[src/rtl/mac_drain_pkg.sv]
// rtl/mac_drain_pkg.sv - shared types and constants for the MAC result drain
//
// Contents:
//   drain_state_e - drain FSM states (IDLE, STREAM)
//   NUM_BANKS     - number of frame banks: 2 when MAC_DRAIN_DOUBLE_BUF_EN is
//                   defined, 1 otherwise
//   idx_width()   - width of a lane index for n lanes (never below 1)
package mac_drain_pkg;

    typedef enum logic {
        IDLE   = 1'b0,
        STREAM = 1'b1
    } drain_state_e;

`ifdef MAC_DRAIN_DOUBLE_BUF_EN
    localparam int NUM_BANKS = 2;
`else
    localparam int NUM_BANKS = 1;
`endif

    function automatic int idx_width(input int n);
        return (n > 1) ? $clog2(n) : 1;
    endfunction

endpackage

[src/rtl/mac_drain_bank.sv]
// rtl/mac_drain_bank.sv - one frame of N lane results, parallel write, indexed read
//
// Ports:
//   clk_i   - clock, rising edge
//   we_i    - write all N lanes from wdata_i this edge
//   wdata_i - N packed results, lane i at [M_WIDTH*(i+1)-1 : M_WIDTH*i]
//   ridx_i  - lane to present on rdata_o
//   rdata_o - selected lane (zero for an index past N-1)
//
// Contents are not reset; the drain never reads a bank that has not been written.
module mac_drain_bank #(
    parameter int N       = 5,
    parameter int M_WIDTH = 36,
    parameter int IDX_W   = 3
) (
    input  logic                 clk_i,
    input  logic                 we_i,
    input  logic [N*M_WIDTH-1:0] wdata_i,
    input  logic [IDX_W-1:0]     ridx_i,
    output logic [M_WIDTH-1:0]   rdata_o
);

    logic [M_WIDTH-1:0] mem_q [N];

    always_ff @(posedge clk_i) begin
        if (we_i) begin
            for (int i = 0; i < N; i++) begin
                mem_q[i] <= wdata_i[i*M_WIDTH +: M_WIDTH];
            end
        end
    end

    always_comb begin
        rdata_o = '0;
        for (int i = 0; i < N; i++) begin
            if (ridx_i == IDX_W'(i)) begin
                rdata_o = mem_q[i];
            end
        end
    end

endmodule

[src/rtl/mac_result_drain.sv]
// rtl/mac_result_drain.sv - captures MAC array frames into banks and streams them out lane by lane
//
// Configuration macro: MAC_DRAIN_DOUBLE_BUF_EN (defined: two banks, otherwise one).
//
// Ports:
//   clk, rst_n - clock (rising edge) and asynchronous active-low reset
//   c_in       - N packed lane results from the MAC array
//   valid_in   - per-lane valid; all ones captures a frame, partial sets frame_err
//   out_data   - current lane result (zero while out_valid is low)
//   out_idx    - lane index of out_data
//   out_valid  - a stored frame is being presented
//   out_ready  - consumer accepts the presented lane
//   out_last   - presented lane is lane N-1
//   busy       - at least one bank holds an undrained frame
//   overflow   - sticky: a complete frame arrived with no free bank
//   frame_err  - sticky: valid_in was partially asserted
module mac_result_drain
    import mac_drain_pkg::*;
#(
    parameter int N       = 5,
    parameter int WIDTH   = 16,
    parameter int M_WIDTH = 2*WIDTH+N-1,
    parameter int IDX_W   = idx_width(N)
) (
    input  logic                 clk,
    input  logic                 rst_n,
    input  logic [N*M_WIDTH-1:0] c_in,
    input  logic [N-1:0]         valid_in,
    output logic [M_WIDTH-1:0]   out_data,
    output logic [IDX_W-1:0]     out_idx,
    output logic                 out_valid,
    input  logic                 out_ready,
    output logic                 out_last,
    output logic                 busy,
    output logic                 overflow,
    output logic                 frame_err
);

    localparam logic [IDX_W-1:0] LAST_IDX = IDX_W'(N-1);
    localparam logic [1:0]       FULL_CNT = 2'(NUM_BANKS);
    localparam bit               DBL      = (NUM_BANKS == 2);

    drain_state_e       state_q, state_d;
    logic [1:0]         count_q, count_d;
    logic [IDX_W-1:0]   idx_q, idx_d;
    logic               wr_ptr_q, wr_ptr_d;
    logic               rd_ptr_q, rd_ptr_d;
    logic               last_q, last_d;
    logic               overflow_q, overflow_d;
    logic               frame_err_q, frame_err_d;

    logic               cap_req, cap_part, cap_ok;
    logic               xfer, last_xfer;
    logic [M_WIDTH-1:0] rd_word;
    logic [M_WIDTH-1:0] bank_rdata [NUM_BANKS];

    for (genvar b = 0; b < NUM_BANKS; b++) begin : g_bank
        mac_drain_bank #(
            .N       (N),
            .M_WIDTH (M_WIDTH),
            .IDX_W   (IDX_W)
        ) u_bank (
            .clk_i   (clk),
            .we_i    (cap_ok && (wr_ptr_q == 1'(b))),
            .wdata_i (c_in),
            .ridx_i  (idx_q),
            .rdata_o (bank_rdata[b])
        );
    end

    always_comb begin
        rd_word = '0;
        for (int b = 0; b < NUM_BANKS; b++) begin
            if (rd_ptr_q == 1'(b)) begin
                rd_word = bank_rdata[b];
            end
        end
    end

    always_comb begin
        cap_req   = (valid_in == '1);
        cap_part  = (valid_in != '0) && !cap_req;
        xfer      = out_valid && out_ready;
        last_xfer = xfer && (idx_q == LAST_IDX);
        // A full store still accepts a frame when the final lane of the
        // oldest frame leaves on the same edge: that bank is free by then.
        cap_ok    = cap_req && ((count_q != FULL_CNT) || last_xfer);

        idx_d = idx_q;
        if (xfer) begin
            idx_d = last_xfer ? '0 : idx_q + IDX_W'(1);
        end

        count_d     = count_q + 2'(cap_ok) - 2'(last_xfer);
        // With a single bank the pointers stay at zero.
        wr_ptr_d    = wr_ptr_q ^ (cap_ok && DBL);
        rd_ptr_d    = rd_ptr_q ^ (last_xfer && DBL);
        overflow_d  = overflow_q | (cap_req && !cap_ok);
        frame_err_d = frame_err_q | cap_part;
        state_d     = (count_d != 2'd0) ? STREAM : IDLE;
        last_d      = (state_d == STREAM) && (idx_d == LAST_IDX);
    end

    always_ff @(posedge clk or negedge rst_n) begin
        if (!rst_n) begin
            state_q     <= IDLE;
            count_q     <= 2'd0;
            idx_q       <= '0;
            wr_ptr_q    <= 1'b0;
            rd_ptr_q    <= 1'b0;
            last_q      <= 1'b0;
            overflow_q  <= 1'b0;
            frame_err_q <= 1'b0;
        end else begin
            state_q     <= state_d;
            count_q     <= count_d;
            idx_q       <= idx_d;
            wr_ptr_q    <= wr_ptr_d;
            rd_ptr_q    <= rd_ptr_d;
            last_q      <= last_d;
            overflow_q  <= overflow_d;
            frame_err_q <= frame_err_d;
        end
    end

    assign out_valid = (state_q == STREAM);
    assign busy      = out_valid;
    assign out_last  = last_q;
    assign out_idx   = idx_q;
    assign out_data  = out_valid ? rd_word : '0;
    assign overflow  = overflow_q;
    assign frame_err = frame_err_q;

endmodule

[config.mk]
export PLATFORM = sky130hd
export DESIGN_NAME = mac_result_drain
export DESIGN_NICKNAME = d
export VERILOG_FILES = /design/src/rtl/mac_drain_pkg.sv /design/src/rtl/mac_drain_bank.sv /design/src/rtl/mac_result_drain.sv
export SDC_FILE = /design/constraint.sdc
export NUM_CORES = 1
export LEC_CHECK = 0
export ABC_AREA = 1
export CAP_MARGIN = 30
export CORE_AREA = 2 2 133 135
export CTS_BUF_LIST = sky130_fd_sc_hd__clkbuf_16
export DETAILED_ROUTE_END_ITERATION = 16
export DIE_AREA = 0 0 135 137
export GPL_TIMING_DRIVEN = 0
export PLACE_DENSITY = 0.88
export SYNTH_ARGS = -nofsm -noshare
export SYNTH_HDL_FRONTEND = slang
export SYNTH_SLANG_ARGS = --single-unit
[constraint.sdc]
create_clock -name clk -period 15.7 [get_ports clk]
set_input_delay 2.355 -clock clk [delete_from_list [all_inputs] [get_ports clk]]
set_output_delay 2.355 -clock clk [all_outputs]
set_load 0.02 [all_outputs]
==> impl_metrics.csv <==
group,metric,value,unit
status,run_status,"completed",
detailed_routing,first_pass_iters,5,
timing,period_share,0.382,
detailed_routing,avgViaCountPerCell,5.10,
clocking,root_buffer,"clkbuf_16",
timing,slew_headroom,0.369,
setup_path,crit_type,"reg -> out",
timing,fmax,167,MHz
logic_synthesis,synth-warning-count,0,
timing,fin_crit,6.00,ns
pwr,switching_share,0.392,
timing,slew_violations,0,
logic_synthesis,seq_area_frac_synth,0.715,
pwr,p_sw,0.702,mW
detailed_routing,num_vias,5983,
placed_design,gp_congestion,0.805,
timing,hold_slack,0.483,ns
placed_design,placed_area,10600,µm²
logic_synthesis,syn_area,7880,µm²
grt,grt_pass1_vias,5991,
placed_design,dp_cells,1140,
clocking,holdBufCountCts,0,
placed_design,hpwlAfterDp,15.5,mm
floorplanning,die_area,18500,µm²
clocking,h-tree-depth,4,
clocking,cts_buffer_depth,2,
layout,filler_cell_count,1277,
grt,grt_start_max_net_pins,38,
timing,setup_viol,0,
flow_run,maxCapViolCount,0,
floorplanning,pin_count,232,
logic_synthesis,synthCells,679,
setup_path,cp_max_fo,10,
grt,grt.overflow.total,0,
layout,nets,1129,
pwr,finalPower,1.79,mW
timing,finalSetupTns,0,ns
clocking,clkTransAtPathRegs,0.07,ns
detailed_routing,drc_errors,0,
pwr,leakage,4.08,nW
grt,grt_usage,0.234,
floorplanning,placementRows,48,
hold_path,min_from,"frame_err",
layout,design_area,11100,µm²
clocking,cts_tree,"yes",
setup_path,worst_setup_path_start_kind,"flip-flop",
clocking,postCtsSetupRepairBufs,0,
detailed_routing,wl,21.4,mm
setup_path,arrival,3.64,ns
pwr,ir_drop,0.110,mV
layout,num_antenna_cells,0,
floorplanning,die_x,135,µm
clocking,clock_sinks,189,
setup_path,critPathRequiredTime,13.35,ns
clocking,worstSkewPairLatency,0.43,ns
clocking,ctsResizeCount,0,
pwr,clock_power_share,0.228,
timing,rsz0062_at_grt,"false",
logic_synthesis,ys_seq_elements,189,
timing,worst_pin_slew,0.944,ns
pwr,power_density,161,nW/µm²
layout,stdcell_count,1172,
setup_path,startpoint,"out_idx[2]",
hold_path,min_path_type,"reg -> reg",
grt,antenna_found_initial,0,
timing,finalHoldViolCount,0,
pwr,sequentialPowerShare,0.325,
clocking,cts_buffers,17,
pwr,p_comb_frac,0.447,
grt,grt_first_pass_wirelength,31.8,mm
floorplanning,die_h,137,µm
timing,finClkSkew,0.0151,ns
setup_path,cp-end-kind,"output port",
detailed_routing,ant_nets,0,
layout,area_growth,41.5,%
layout,drive_above_1_share,0.0813,
logic_synthesis,syn-num-nets,874,
setup_path,r2r_start,"out_idx[0]",
logic_synthesis,synth.distinct_cells,25,
floorplanning,core,17100,µm²
placed_design,io_buffers,231,
detailed_routing,drt_iter0_drc,499,
floorplanning,start_util,0.462,
logic_synthesis,avgSynthCellArea,11.6,µm²
detailed_routing,wl_per_cell,18.2,µm
pwr,internal-power,1.09,mW
-- critical path: stages (launching register included) --
cell             delay, ns
dfrtp_1               0.47
inv_2                 0.05
buf_2                 0.21
buf_2                 0.23
ha_1                  0.21
buf_2                 0.20
inv_2                 0.19
clkbuf_1              0.49
o21ai_1               0.15
clkinv_1              0.09
nand2_1               0.05
a21oi_1               0.20
clkdlybuf4s50_1       0.65
-- power by group through the flow --
| stage | Combinational (mW) | Sequential, mW | Clock (mW) |
|---|---|---|---|
| after floorplan | 0.449 | 0.602 | 0 |
| after global placement | 0.774 | 0.596 | 0 |
| after detailed placement | 0.800 | 0.595 | 0 |
| after CTS | 0.805 | 0.584 | 0.414 |
| after global routing | 0.874 | 0.585 | 0.435 |
| final | 0.801 | 0.584 | 0.409 |
-- path summary, 6_finish.rpt --
path | to | slack, ns | depth (start not counted)
setup / recovery | out_data[33] | 9.70 | 12
hold / removal | frame_err | 0.48 | 1
setup reg to reg | g_bank[0].u_bank.mem_q[0][91] | 12.21 | 11
hold reg to reg | frame_err | 0.48 | 1
max in group asynchronous | busy | 13.16 | 1
min in group asynchronous | frame_err | 2.24 | 1
-- logic make-up after synthesis --
kind of cell / count (synthesis) / synth area share
adder cells (fa/ha/maj): 7 / 0.0111
XOR/XNOR: 2 / 0.00222
buffers and inverters: 127 / 0.0648
flip-flops: 189 / 0.715
AND/OR/NAND/NOR: 242 / 0.135
AO/OA/AOI/OAI: 112 / 0.0718
-- cells in the mapped netlist (all sizes together) --
cell type,count,share of area
edfxtp,180,0.69
nand2,122,0.058
nand3,110,0.070
o21ai,74,0.047
inv,51,0.024
a21oi,36,0.023
clkinv,34,0.016
buf,28,0.018
clkbuf,14,0.0067
dfrtp,9,0.029
ha,7,0.011
nor2,7,0.0046
a21o,1,0.00095
and3,1,0.00079
nand3b,1,0.00095
nor3,1,0.00063
o21bai,1,0.00095
xnor2,1,0.0011
xor2,1,0.0011
-- state kept, by name, summed over array words and instances (netlist names) --
signal / count
out_last: 1
count_q: 2
busy: 1
overflow: 1
g_bank.u_bank.mem_q: 180
frame_err: 1
out_idx: 3
-- metal layers --
metal  track usage  part of all wire
met1         0.276              0.39
met3        0.0722             0.084
met2         0.406              0.51
met5             0                 0
met4        0.0845             0.019
-- final cells by class --
type                            instances  area (µm²)  area share
Buffer                                 42         191      0.0172
Clock buffer                           17         425      0.0382
Clock inverter                         15         134      0.0120
Inverter                               85         319      0.0286
Multi-Input combinational cell        363        1740       0.156
Sequential cell                       189        5630       0.505
Tap cell                              225         282      0.0253
Timing Repair Buffer                  236        2420       0.217
-- placed cells by master, fill, tap and decap left out, types with 2 or more instances in the layout --
| master | netlist | routed |
|---|---|---|
| buf_2 | 24 | 24 |
| inv_1 | 37 | 37 |
| clkbuf_1 | 14 | 14 |
| nor2_4 | 1 | 2 |
| clkinv_2 | 0 | 2 |
| clkinv_4 | 0 | 5 |
| buf_12 | 0 | 4 |
| clkbuf_16 | 0 | 17 |
| o21ai_0 | 39 | 39 |
| inv_2 | 14 | 14 |
| buf_1 | 3 | 3 |
| o21ai_1 | 35 | 35 |
| nand2_1 | 122 | 122 |
| clkdlybuf4s50_1 | 0 | 231 |
| nor2_1 | 5 | 5 |
| inv_8 | 0 | 3 |
| ha_1 | 7 | 7 |
| clkinv_1 | 34 | 35 |
| edfxtp_1 | 180 | 180 |
| nand3_1 | 110 | 110 |
| dfrtp_1 | 9 | 9 |
| a21oi_1 | 36 | 36 |
| inv_6 | 0 | 3 |
-- per-stage QoR --
step / setup WS, ns / utilization
6_report: 9.70 / 0.653
5_1_grt: 9.51 / 0.653
3_3_place_gp: 5.28 / 0.614
2_1_floorplan: 7.47 / -
3_5_place_dp: 10.13 / 0.620
4_1_cts: 9.66 / 0.653
Power figures use the tool's default switching activity.
